File: src/rtl/csa_accumulator_pkg.sv
// Shared types and helpers for the carry-save accumulator: FSM state,
// operand width extension and the full-adder majority function.
package csa_pkg;

    typedef enum logic [1:0] {IDLE, ACCUM, RESOLVE, OUTPUT} state_t;

    localparam int EXT_W = 64;

    // Widen a data_w-bit operand to EXT_W bits, sign- or zero-filling the top.
    function automatic logic [EXT_W-1:0] ext(input logic [EXT_W-1:0] data,
                                             input int data_w, input bit sgn);
        logic [EXT_W-1:0] r;
        r = '0;
        for (int i = 0; i < EXT_W; i++) begin
            if (i < data_w) r[i] = data[i];
            else            r[i] = sgn & data[data_w-1];
        end
        return r;
    endfunction

    function automatic logic maj3(input logic a, input logic b, input logic c);
        return (a & b) | (a & c) | (b & c);
    endfunction

endpackage

File: src/rtl/csa_accumulator_if.sv
// Operand stream in, resolved result out; both valid/ready.
interface csa_accumulator_if #(
    parameter int DATA_W = 8,
    parameter int ACC_W  = 16,
    parameter int CNT_W  = 8
);
    logic              in_valid;
    logic              in_ready;
    logic [DATA_W-1:0] in_data;
    logic              in_last;
    logic              out_valid;
    logic              out_ready;
    logic [ACC_W-1:0]  out_sum;
    logic [CNT_W-1:0]  out_count;

    modport master (
        output in_valid, in_data, in_last, out_ready,
        input  in_ready, out_valid, out_sum, out_count
    );

    modport slave (
        input  in_valid, in_data, in_last, out_ready,
        output in_ready, out_valid, out_sum, out_count
    );
endinterface

File: src/rtl/csa_row.sv
// W-wide 3:2 compressor row: per-bit full adder, carry pre-shifted left by one
// with the MSB carry dropped. With x tied to zero it degenerates to a half-add.
module csa_row
    import csa_pkg::*;
#(
    parameter int W = 16
) (
    input  logic [W-1:0] a,
    input  logic [W-1:0] b,
    input  logic [W-1:0] x,
    output logic [W-1:0] sum,
    output logic [W-1:0] carry
);
    assign carry[0] = 1'b0;

    for (genvar i = 0; i < W; i++) begin : g_fa
        assign sum[i] = a[i] ^ b[i] ^ x[i];
        if (i > 0) begin : g_cy
            assign carry[i] = maj3(a[i-1], b[i-1], x[i-1]);
        end
    end
endmodule

File: src/rtl/csa_accumulator.sv
// Streaming accumulator holding its total in carry-save form; the carry is
// resolved only once per set, reusing the same compressor row.
module csa_accumulator
    import csa_pkg::*;
#(
    parameter int DATA_W = 8,
    parameter int ACC_W  = 16,
    parameter int SIGNED = 0,
    parameter int CNT_W  = 8
) (
    input logic clk,
    input logic rst_n,
    csa_accumulator_if.slave bus
);
    state_t state, state_nx;

    logic [ACC_W-1:0] s, c, x, row_x, row_sum, row_carry, sum_q, ref_sum;
    logic [CNT_W-1:0] count, count_q;
    logic             valid_q, accept;

    assign x      = ACC_W'(ext(EXT_W'(bus.in_data), DATA_W, SIGNED != 0));
    assign row_x  = (state == RESOLVE) ? '0 : x;
    assign accept = bus.in_valid & bus.in_ready;

    csa_row #(.W(ACC_W)) u_row (
        .a(s), .b(c), .x(row_x), .sum(row_sum), .carry(row_carry)
    );

    always_comb begin
        state_nx     = state;
        bus.in_ready = 1'b0;
        case (state)
            IDLE, ACCUM: begin
                bus.in_ready = 1'b1;
                if (accept) state_nx = bus.in_last ? RESOLVE : ACCUM;
            end
            RESOLVE: if (c == '0) state_nx = OUTPUT;
            OUTPUT:  if (bus.out_ready) state_nx = IDLE;
            default: state_nx = IDLE;
        endcase
    end

    always_ff @(posedge clk or negedge rst_n) begin
        if (!rst_n) begin
            state   <= IDLE;
            s       <= '0;
            c       <= '0;
            count   <= '0;
            sum_q   <= '0;
            count_q <= '0;
            valid_q <= 1'b0;
            ref_sum <= '0;
        end else begin
            state <= state_nx;
            case (state)
                IDLE, ACCUM: if (accept) begin
                    s       <= row_sum;
                    c       <= row_carry;
                    count   <= (count == '1) ? count : count + 1'b1;
                    ref_sum <= ref_sum + x;
                end
                RESOLVE: begin
                    if (c == '0) begin
                        sum_q   <= s;
                        count_q <= count;
                        valid_q <= 1'b1;
                    end else begin
                        s <= row_sum;
                        c <= row_carry;
                    end
                end
                OUTPUT: if (bus.out_ready) begin
                    s       <= '0;
                    c       <= '0;
                    count   <= '0;
                    valid_q <= 1'b0;
                    ref_sum <= '0;
                end
                default: ;
            endcase
        end
    end

    assign bus.out_valid = valid_q;
    assign bus.out_sum   = sum_q;
    assign bus.out_count = count_q;

    // The carry-save pair must always represent the true modular running sum.
    a_csa_invariant: assert property (@(posedge clk) disable iff (!rst_n)
        (state == ACCUM || state == RESOLVE) |-> (ACC_W'(s + c) == ref_sum));
endmodule
File: src/flat_wrapper.sv
// flat-port wrapper written by rule: the top's interface ports become plain ports
module csa_accumulator_flat import csa_pkg::*;
#(
    parameter int DATA_W = 8,
    parameter int ACC_W  = 16,
    parameter int SIGNED = 0,
    parameter int CNT_W  = 8
)
  (clk, rst_n, bus_in_valid, bus_in_data, bus_in_last, bus_out_ready, bus_in_ready, bus_out_valid, bus_out_sum, bus_out_count);
  csa_accumulator_if #(.DATA_W(DATA_W), .ACC_W(ACC_W), .CNT_W(CNT_W)) bus_i ();
  input logic clk;
  input logic rst_n;
  input wire logic [$bits(bus_i.in_valid)-1:0] bus_in_valid;
  input wire logic [$bits(bus_i.in_data)-1:0] bus_in_data;
  input wire logic [$bits(bus_i.in_last)-1:0] bus_in_last;
  input wire logic [$bits(bus_i.out_ready)-1:0] bus_out_ready;
  output wire logic [$bits(bus_i.in_ready)-1:0] bus_in_ready;
  output wire logic [$bits(bus_i.out_valid)-1:0] bus_out_valid;
  output wire logic [$bits(bus_i.out_sum)-1:0] bus_out_sum;
  output wire logic [$bits(bus_i.out_count)-1:0] bus_out_count;
  assign bus_i.in_valid = bus_in_valid;
  assign bus_i.in_data = bus_in_data;
  assign bus_i.in_last = bus_in_last;
  assign bus_i.out_ready = bus_out_ready;
  assign bus_in_ready = bus_i.in_ready;
  assign bus_out_valid = bus_i.out_valid;
  assign bus_out_sum = bus_i.out_sum;
  assign bus_out_count = bus_i.out_count;
  csa_accumulator #(.DATA_W(DATA_W), .ACC_W(ACC_W), .SIGNED(SIGNED), .CNT_W(CNT_W)) u_core (.clk(clk), .rst_n(rst_n), .bus(bus_i));
endmodule
File: config.mk
export PLATFORM = sky130hd
export DESIGN_NAME = csa_accumulator_flat
export DESIGN_NICKNAME = d
export VERILOG_FILES = /design/src/rtl/csa_accumulator_pkg.sv /design/src/rtl/csa_accumulator_if.sv /design/src/rtl/csa_row.sv /design/src/rtl/csa_accumulator.sv /design/src/flat_wrapper.sv
export SDC_FILE = /design/constraint.sdc
export NUM_CORES = 1
export LEC_CHECK = 0
export ABC_AREA = 1
export BUFFER_PORTS_ARGS = -buffer_cell sky130_fd_sc_hd__buf_2
export CELL_PAD_IN_SITES_DETAIL_PLACEMENT = 1
export CELL_PAD_IN_SITES_GLOBAL_PLACEMENT = 2
export CORE_AREA = 2 2 126 91
export CTS_CLUSTER_SIZE = 24
export DETAILED_ROUTE_END_ITERATION = 7
export DIE_AREA = 0 0 128 93
export PLACE_DENSITY = 0.72
export SETUP_SLACK_MARGIN = 0.02
export SLEW_MARGIN = 10
export SYNTH_ARGS = -nofsm -noshare
export SYNTH_HDL_FRONTEND = slang
export SYNTH_SLANG_ARGS = --single-unit
File: constraint.sdc
create_clock -name clk -period 1.75 [get_ports clk]
set_input_delay 0.175 -clock clk [delete_from_list [all_inputs] [get_ports clk]]
set_output_delay 0.175 -clock clk [all_outputs]
set_load 0.03 [all_outputs]
Word level (Yosys, flattened, before mapping)
Index checks and enable logic that the tools add are counted.
{"block": "totals", "reg_bits": 67, "out_inout_bits": 26, "elab_cells": 156}
{"block": "op_classes", "n_addsub": 1, "n_eq_ne": 9, "n_mux": 21, "n_bitwise": 108, "reduce_logical": 10}
{"operator": "$pmux W16 S3", "n": 2}
{"operator": "$mux W16", "n": 5}
{"operator": "$and A1 B1 Y1", "n": 32}
{"operator": "$mux W8", "n": 4}
{"operator": "$or A1 B1 Y1", "n": 30}
{"operator": "$xor A1 B1 Y1", "n": 24}
{"operator": "$logic_not A16 Y1", "n": 1}
{"operator": "$pmux W8 S2", "n": 1}
{"operator": "$and A1 B1 Y1 const B", "n": 14}
{"operator": "$reduce_and A3 Y1", "n": 3}
{"operator": "$add A8 B1 Y8 const B", "n": 1}
{"operator": "$eq A8 B8 Y1 const B", "n": 1}
{"operator": "$mux W2", "n": 4}
{"operator": "$ne A2 B2 Y1 const B", "n": 4}
{"operator": "$xor A1 B1 Y1 const B", "n": 8}
{"operator": "$pmux W2 S3", "n": 1}
{"operator": "$eq A2 B2 Y1 const B", "n": 2}
{"operator": "$reduce_and A4 Y1", "n": 1}
{"operator": "$reduce_bool A2 Y1", "n": 2}
{"operator": "$mux W1", "n": 3}
{"operator": "$eq A2 B1 Y1 const B", "n": 1}
{"operator": "$logic_not A2 Y1", "n": 1}
{"operator": "$ne A2 B1 Y1 const B", "n": 1}
{"operator": "$pmux W1 S2", "n": 1}
{"operator": "2 further kinds", "n": 2}

Logic depth before layout (Yosys ltp)
Gate-level depths: netlist of run 1.
{"block": "logic_depth", "word_depth": 7, "depth_mapped": 8, "mapped_depth_nobuf": 8}

Cells and area by module
From an unflattened synthesis of run 1, not the netlist that was laid out.
{"block": "hier_totals", "cells_unflattened": 414, "hier_area_um2": 3483.3}
{"module": "csa_accumulator", "instances": 1, "cells_each": 388, "area_each_um2": 3136.8, "seq_area_each_um2": 1676.6}
{"module": "csa_row", "instances": 1, "cells_each": 26, "area_each_um2": 346.6, "seq_area_each_um2": 0.0}

Least setup slack after synthesis of run 1
No wires, ideal clock.
{"block": "synth_path", "path_type": "reg-to-reg", "startpoint": "register u_core.state[1]", "endpoint": "register u_core.s[1]", "setup_ns": 0.117, "arrival_time_ns": 1.580, "t_required_ns": 1.633, "slack_ns": 0.053, "path_stages_with_launch": 9, "n_path_buf": 0, "synth_period_minus_slack_ns": 1.697, "path_cell_list": "dfrtp_1 -> inv_2 -> nor2_4 -> inv_1 -> nand2_1 -> fa_1 -> nor2_1 -> nand3_1 -> nand2_1"}
{"block": "synth_via", "elab_chain_len": 6}
{"item": "start, declared", "line_no": "csa_accumulator.sv:15", "text": "state_t state, state_nx;"}
{"item": "start signal, assigned", "line_no": "csa_accumulator.sv:54", "text": "state <= state_nx;"}
{"item": "$eq A2 B1 Y1 or $logic_not A2 Y1 (tied branches)", "line_no": "csa_accumulator.sv:32", "text": "case (state)"}
{"item": "$reduce_or A2 Y1 *", "line_no": "csa_accumulator.sv:32"}
{"item": "$mux W1 *", "line_no": "csa_accumulator.sv:32"}
{"item": "via bus_in_ready", "line_no": "flat_wrapper.sv:17", "text": "output wire logic [$bits(bus_i.in_ready)-1:0] bus_in_ready;"}
{"item": "$and A1 B1 Y1 *", "line_no": "csa_accumulator.sv:23", "text": "assign accept = bus.in_valid & bus.in_ready;"}
{"item": "$ne A2 B1 Y1 (no source line) *"}
{"item": "$reduce_and A3 Y1 (no source line) *"}
{"item": "end signal, assigned", "line_no": "csa_accumulator.sv:57", "text": "s <= row_sum;"}
{"item": "end signal, assigned", "line_no": "csa_accumulator.sv:68", "text": "s <= row_sum;"}
{"item": "end, declared", "line_no": "csa_accumulator.sv:17", "text": "logic [ACC_W-1:0] s, c, x, row_x, row_sum, row_carry, sum_q, ref_sum;"}
The timed path passes the listed nets; every way through them passes the cells marked *. The select of a mux whose other input is x is not followed.
A chain may end at the register's enable or synchronous reset.

Final worst setup path of run 1
{"block": "layout_path", "startpoint": "register u_core.state[1]", "endpoint": "register u_core.s[1]"}
{"block": "layout_via", "elab_chain_len": 6}
{"item": "$eq A2 B1 Y1 or $logic_not A2 Y1 (tied branches)", "line_no": "csa_accumulator.sv:32, csa_accumulator.sv:55"}
{"item": "$reduce_or A2 Y1", "line_no": "csa_accumulator.sv:32, csa_accumulator.sv:55"}
{"item": "$mux W1", "line_no": "csa_accumulator.sv:32"}
{"item": "$and A1 B1 Y1", "line_no": "csa_accumulator.sv:23"}
{"item": "$ne A2 B1 Y1 (no source line)"}
{"item": "$reduce_and A3 Y1 (no source line)"}
Parallel ways exist; a longest one is shown, timed or not. The select of a mux whose other input is x is not followed.

==> results.json, run 1 <==
{
  "status": "completed",
  "cts_buffers": 9,
  "irDropWorstVdd_uv": 725,
  "dr_total_vias": 2728,
  "antenna_cells": 0,
  "die_h_microns": 93,
  "ys_seq_area_share_pct": 48.9,
  "fillers": 1337,
  "route.detailed.drc": 0,
  "rows": 32,
  "htreeDepth": 3,
  "gr-usage-met3_pct": 5.38,
  "period_minus_slack_ns": 1.59,
  "layoutNonFillerInstCount": 611,
  "grt_busiest_layer": "met2",
  "area_growth_pct": 21.8,
  "r2r_start": "u_core.state[1]$_DFFE_PN0P_",
  "firstDrtPassIters": 4,
  "yosysTopAreaCell": "dfrtp_1",
  "clock_skew_ns": 0.00604,
  "rrSetupSlack_ns": 0.16,
  "cp_num_cells": 9,
  "rsz0062_at_grt": "false",
  "relSlewSlack_pct": 79.2,
  "final-seq-area_sq_um": 1650,
  "cpLargestDelayFamily": "adder cells",
  "layout_commonest_cell": "nand2_1",
  "ys_types": 24,
  "clk_latency_ns": 0.33,
  "worstPathRequired_ns": 2.02,
  "drtIter0Drc": 123,
  "grt_max_degree": 36,
  "clockRootBuffer": "clkbuf_16",
  "routed_wl_mm": 8.35,
  "multi_input_area_sq_um": 1410,
  "grt_pass1_vias": 2750,
  "place_inst": 594,
  "finalInstanceArea_sq_um": 4110,
  "wl_per_cell_microns": 13.7,
  "startpoint": "u_core.state[1]$_DFFE_PN0P_",
  "overflow": 0,
  "crit_buf_inv": 3,
  "antenna_found_initial": 0,
  "cp_slowest_stage_delay_ns": 0.49,
  "drive_above_1_share_pct": 18.3,
  "crit_end": "u_core.s[1]$_DFFE_PN0P_",
  "layout_setup_ws_ns": 0.156,
  "dp.final_hpwl_mm": 5.90,
  "slowest_stage": "fa_1",
  "cts.sink_count": 66,
  "numPortBuffers": 38,
  "nNetsFinal": 499,
  "fp.coreArea_sq_um": 10700,
  "ant_nets": 0,
  "die_w_microns": 128,
  "met1_usage_pct": 21.9,
  "p_per_area_nw_per_um2": 1690,
  "gr-usage-met2_pct": 22.2,
  "yosys_warnings": 0,
  "pin_count": 39,
  "tns_ns": 0,
  "period_share_pct": 91.1,
  "ys_seq_elements": 66,
  "placed_area_sq_um": 3820,
  "ff2ff_path_depth": 9,
  "setup_viol": 0,
  "syn_inst": 421,
  "layout_common_cells": "nand2_1, dfrtp_1, inv_1",
  "fmax_mhz": 627,
  "grtUsageTotal_pct": 15.4,
  "dpl_worst_slack_ns": 0.109,
  "timing.final.hold_violations": 0,
  "r2r-end": "u_core.s[1]$_DFFE_PN0P_",
  "netlist_area_sq_um": 3380,
  "max-cap-violations": 0,
  "endpoint_kind": "flip-flop",
  "routabilityCongestion": 0.743,
  "worstHoldPathType": "in -> reg",
  "syn-num-nets": 450,
  "path_class": "reg -> reg",
  "via_per_inst": 4.46,
  "cts_setup_buffers": 0,
  "grt_pass1_wl_mm": 14.0,
  "utilization_pct": 38.3,
  "worstPathArrival_ns": 1.86,
  "yosysTopAreaCellShare_pct": 48.9,
  "worst-slew-pin-transition_ns": 0.312,
  "start_util_pct": 31.5,
  "cp_max_fo": 8,
  "synth_area_leaders": "dfrtp_1, nand2_1, inv_1",
  "worstPathCellList": "inv_2 -> nor2_4 -> inv_2 -> buf_12 -> nand2_1 -> fa_1 -> nor2_2 -> nand3_1 -> nand2_1",
  "cts_max_path_buffers": 2,
  "die_area_sq_um": 11900,
  "slew_violations": 0,
  "cts_tree": "yes",
  "avgSynthCellArea_sq_um": 8.02,
  "startpoint_type": "flip-flop",
  "path_clk_slew_ns": 0.05,
  "p_leak_nw": 2.13
}
==> what timing repair did <==
| action | CTS | global route |
|---|---|---|
| hold endpoints to repair | 52 | 0 |
| hold buffers | 1 | 0 |
| endpoints found under the setup margin | 0 | 9 |
| gates resized for setup | 0 | 3 |
==> cell families (layout without fill, tap and decap cells) <==
family	after synthesis	in the layout	share of synthesized area, %
buf+inv	76	130	9.53
compound gates	40	40	6.04
xor+xnor	1	1	0.259
simple gates	222	222	27.8
fa+ha+maj	16	16	7.49
flops	66	66	48.9
==> metal layers <==
layer  part of all wire (%)  vias up
li1                       -     1395
met1                     54     1291
met2                     41       37
met3                    3.7        5
met4                   0.96        0
met5                      0        -
==> worst min-delay path, delay by kind of cell <==
kind | cells | cell delay (ns)
AOI/OAI and AO/OA | 1 | 0.06
and+or+nand+nor | 1 | 0.06
buffers and inverters | 1 | 0.11
==> state kept, by name, summed over array words and instances, names as in the netlist <==
| signal | count |
|---|---|
| u_core.bus.out_count | 8 |
| u_core.bus.out_sum | 16 |
| u_core.bus.out_valid | 1 |
| u_core.c | 15 |
| u_core.count | 8 |
| u_core.s | 16 |
| u_core.state | 2 |
==> area by class of cell <==
type | instances | area share, %
multi-input cells | 279 | 34.2
well taps | 136 | 4.14
clock inverters | 5 | 0.731
inverters | 58 | 5.30
repair buffers | 56 | 9.50
flip-flops and latches | 66 | 40.2
clock buffers | 11 | 5.91
==> Yosys cell counts <==
cell type  number
inv_2           3
dfrtp_1        66
clkbuf_1        3
nor2_4          2
nand2_1       127
xor2_1          1
nand2_2         1
buf_4           2
nand2_4         1
o21ai_2         1
inv_1          55
o21ai_1        18
nor2_2          5
nor2_1         45
nand3b_1        1
nand3_1        38
o21ai_0        18
nor3_1          1
buf_6           2
a21oi_1         3
nand3_4         1
buf_2          11
fa_1            7
ha_1            9
==> how the worst min path moves through the flow <==
| stage | from | cells after the start | end |
|---|---|---|---|
| finish | bus_in_last | 3 | u_core.state[1]$_DFFE_PN0P_ |
| global route | bus_in_last | 3 | u_core.state[1]$_DFFE_PN0P_ |
| CTS | bus_in_last | 3 | u_core.state[1]$_DFFE_PN0P_ |
| detailed placement | rst_n | 1 | u_core.state[0]$_DFFE_PN0P_ |
| global placement | rst_n | 1 | u_core.bus.out_sum[3]$_DFFE_PN0P_ |
| floorplan | rst_n | 0 | u_core.bus.out_count[0]$_DFFE_PN0P_ |
==> metrics by stage <==
step / hold WS [ns] / power, mW
after floorplan: -0.121 / 4.29
after global placement: 0.0476 / 5.24
after detailed placement: 0.0494 / 5.35
after CTS: 0.107 / 7.08
after global routing: 0.134 / 7.55
final: 0.115 / 6.95
==> report_power, final <==
group          internal [mW]  total [mW]  switching (mW)
clock network          0.989        1.67           0.679
registers               1.91        2.14           0.231
logic                   1.10        3.14            2.04
total                   4.00        6.95            2.95
(Power assumes the default switching activity.)
==> run 2, diff against run 1 <==
- CORE_AREA: 2 2 126 91 -> 2 2 123 89
- DIE_AREA: 0 0 128 93 -> 0 0 125 91
- PLACE_DENSITY: 0.72 -> 0.75
==> run 2 against run 1 <==
Against the previous run: global-route usage rose by 0.87 points; clock skew decreased by 0.0015 ns; first-iteration DRC count down 3.3%; routed wire length up 2.2%; utilization grew 2.3 points; die area shrank 4.4%; design area rose by 0.40%; sequential cell count did not move.
==> results.json, run 2 (same netlist as run 1, synthesis figures left out) <==
{
  "fmax_mhz": 613,
  "slew_violations": 0,
  "fp.coreArea_sq_um": 10200,
  "placed_area_sq_um": 3780,
  "utilization_pct": 40.6,
  "clk_latency_ns": 0.33,
  "cp_max_fo": 8,
  "grt_busiest_layer": "met2",
  "cp_slowest_stage_delay_ns": 0.53,
  "p_sw_share_pct": 40.9,
  "timing.final.hold_violations": 0,
  "p_per_area_nw_per_um2": 1730,
  "worstHoldPathType": "in -> reg",
  "firstDrtPassIters": 4,
  "endpoint_kind": "flip-flop",
  "clkPwrFrac_pct": 27.6,
  "slowest_stage": "fa_1",
  "die_h_microns": 91,
  "p_leak_nw": 2.14,
  "layoutNonFillerInstCount": 604,
  "rsz0062_at_grt": "false",
  "overflow": 0,
  "antenna_cells": 0,
  "tns_ns": 0,
  "pin_count": 39,
  "nNetsFinal": 497,
  "setup_viol": 0,
  "grt_pass1_vias": 2959,
  "p_seq_share_pct": 30.1,
  "rows": 31,
  "finalInstanceArea_sq_um": 4130,
  "die_w_microns": 125,
  "gr-usage-met2_pct": 24.7,
  "period_minus_slack_ns": 1.63,
  "numPortBuffers": 38,
  "worstPathRequired_ns": 1.97,
  "relSlewSlack_pct": 70.4,
  "p_sw_mw": 2.92,
  "gr-usage-met3_pct": 3.83,
  "cts_buffers": 9,
  "period_share_pct": 93.2,
  "start_util_pct": 33.2,
  "status": "completed",
  "grt_max_degree": 49,
  "dr_total_vias": 2748,
  "htreeDepth": 3,
  "clock_skew_ns": 0.00456,
  "via_per_inst": 4.55,
  "antenna_found_initial": 0,
  "max-cap-violations": 0,
  "dp.final_hpwl_mm": 5.82,
  "path_class": "reg -> reg",
  "wl_per_cell_microns": 14.1,
  "cts_max_path_buffers": 2,
  "met1_usage_pct": 22.5,
  "area_growth_pct": 22.2,
  "grt_pass1_wl_mm": 14.8,
  "startpoint_type": "flip-flop",
  "clockRootBuffer": "clkbuf_16",
  "route.detailed.drc": 0,
  "routed_wl_mm": 8.53,
  "path_clk_slew_ns": 0.05,
  "irDropWorstVdd_uv": 844,
  "routabilityCongestion": 0.772,
  "place_inst": 587,
  "cts_tree": "yes",
  "die_area_sq_um": 11400,
  "layout_common_cells": "nand2_1, dfrtp_1, inv_1",
  "grtUsageTotal_pct": 16.3,
  "internal_power_mw": 4.22,
  "ant_nets": 0,
  "fin_hold_ws_ns": 0.108,
  "drive_above_1_share_pct": 17.4,
  "worstPathArrival_ns": 1.85,
  "worstPathCellList": "inv_2 -> nor2_4 -> inv_2 -> buf_12 -> nand2_1 -> fa_1 -> nor2_1 -> nand3_1 -> nand2_1",
  "combPwrFrac_pct": 42.3,
  "drtIter0Drc": 119,
  "cts.sink_count": 66,
  "layout_commonest_cell": "nand2_1",
  "worst-slew-pin-transition_ns": 0.445
}
-- run 2: worst max-delay path: cells and delay by family, from the launching register on --
family	cells	cell delay (ns)
adders and majority gates	1	0.53
buffers and inverters	3	0.28
DFF	1	0.39
and+or+nand+nor	5	0.32
-- run 2: final cells by class --
| cell class | count | area, sq um |
|---|---|---|
| clock inverters | 2 | 60.1 |
| inverters | 58 | 218 |
| clock buffers | 13 | 260 |
| multi-input cells | 279 | 1410 |
| repair buffers | 54 | 367 |
| fillers | 1259 | 6040 |
| well taps | 132 | 165 |
| flip-flops and latches | 66 | 1650 |
-- run 2: metal layers --
metal | up-vias | wire, microns | share of wire (%)
met5 | - | 0 | 0
met4 | 0 | 142 | 1.7
met1 | 1311 | 4410 | 52
met2 | 37 | 3710 | 43
li1 | 1388 | - | -
met3 | 12 | 269 | 3.2
-- run 2: repair_timing --
action                     in CTS  in global routing
resized for setup               0                  3
setup buffers                   0                  1
hold buffers                    1                  0
setup endpoints to repair       0                 12
hold endpoints to repair       14                  0
-- run 2: final timing paths --
check	slack, ns	cells after the start	end	from
max in group asynchronous	0.91	3	u_core.bus.out_sum[6]$_DFFE_PN0P_	rst_n
min in group asynchronous	0.32	2	u_core.bus.out_sum[0]$_DFFE_PN0P_	rst_n
min reg2reg	0.48	2	u_core.bus.out_count[2]$_DFFE_PN0P_	u_core.bus.out_count[2]$_DFFE_PN0P_
max	0.12	9	u_core.s[3]$_DFFE_PN0P_	u_core.state[1]$_DFFE_PN0P_
max reg2reg	0.12	9	u_core.s[3]$_DFFE_PN0P_	u_core.state[1]$_DFFE_PN0P_
min	0.11	3	u_core.state[1]$_DFFE_PN0P_	bus_in_last
-- run 2: power by group through the flow --
stage                     Combinational (mW)  Sequential [mW]  Clock (mW)
after global placement                  2.93             2.15           0
final                                   3.02             2.15        1.97
after detailed placement                3.04             2.17           0
after CTS                               3.06             2.15        2.04
after global routing                    3.43             2.20        2.09
after floorplan                         1.89             2.40           0
-- run 2: metrics by stage --
stage / power (mW) / setup slack (ns)
finish: 7.14 / 0.119
global route: 7.72 / 0.0319
CTS: 7.26 / 0.0662
detailed placement: 5.21 / 0.0899
global placement: 5.08 / 0.170
floorplan: 4.29 / 0.0533
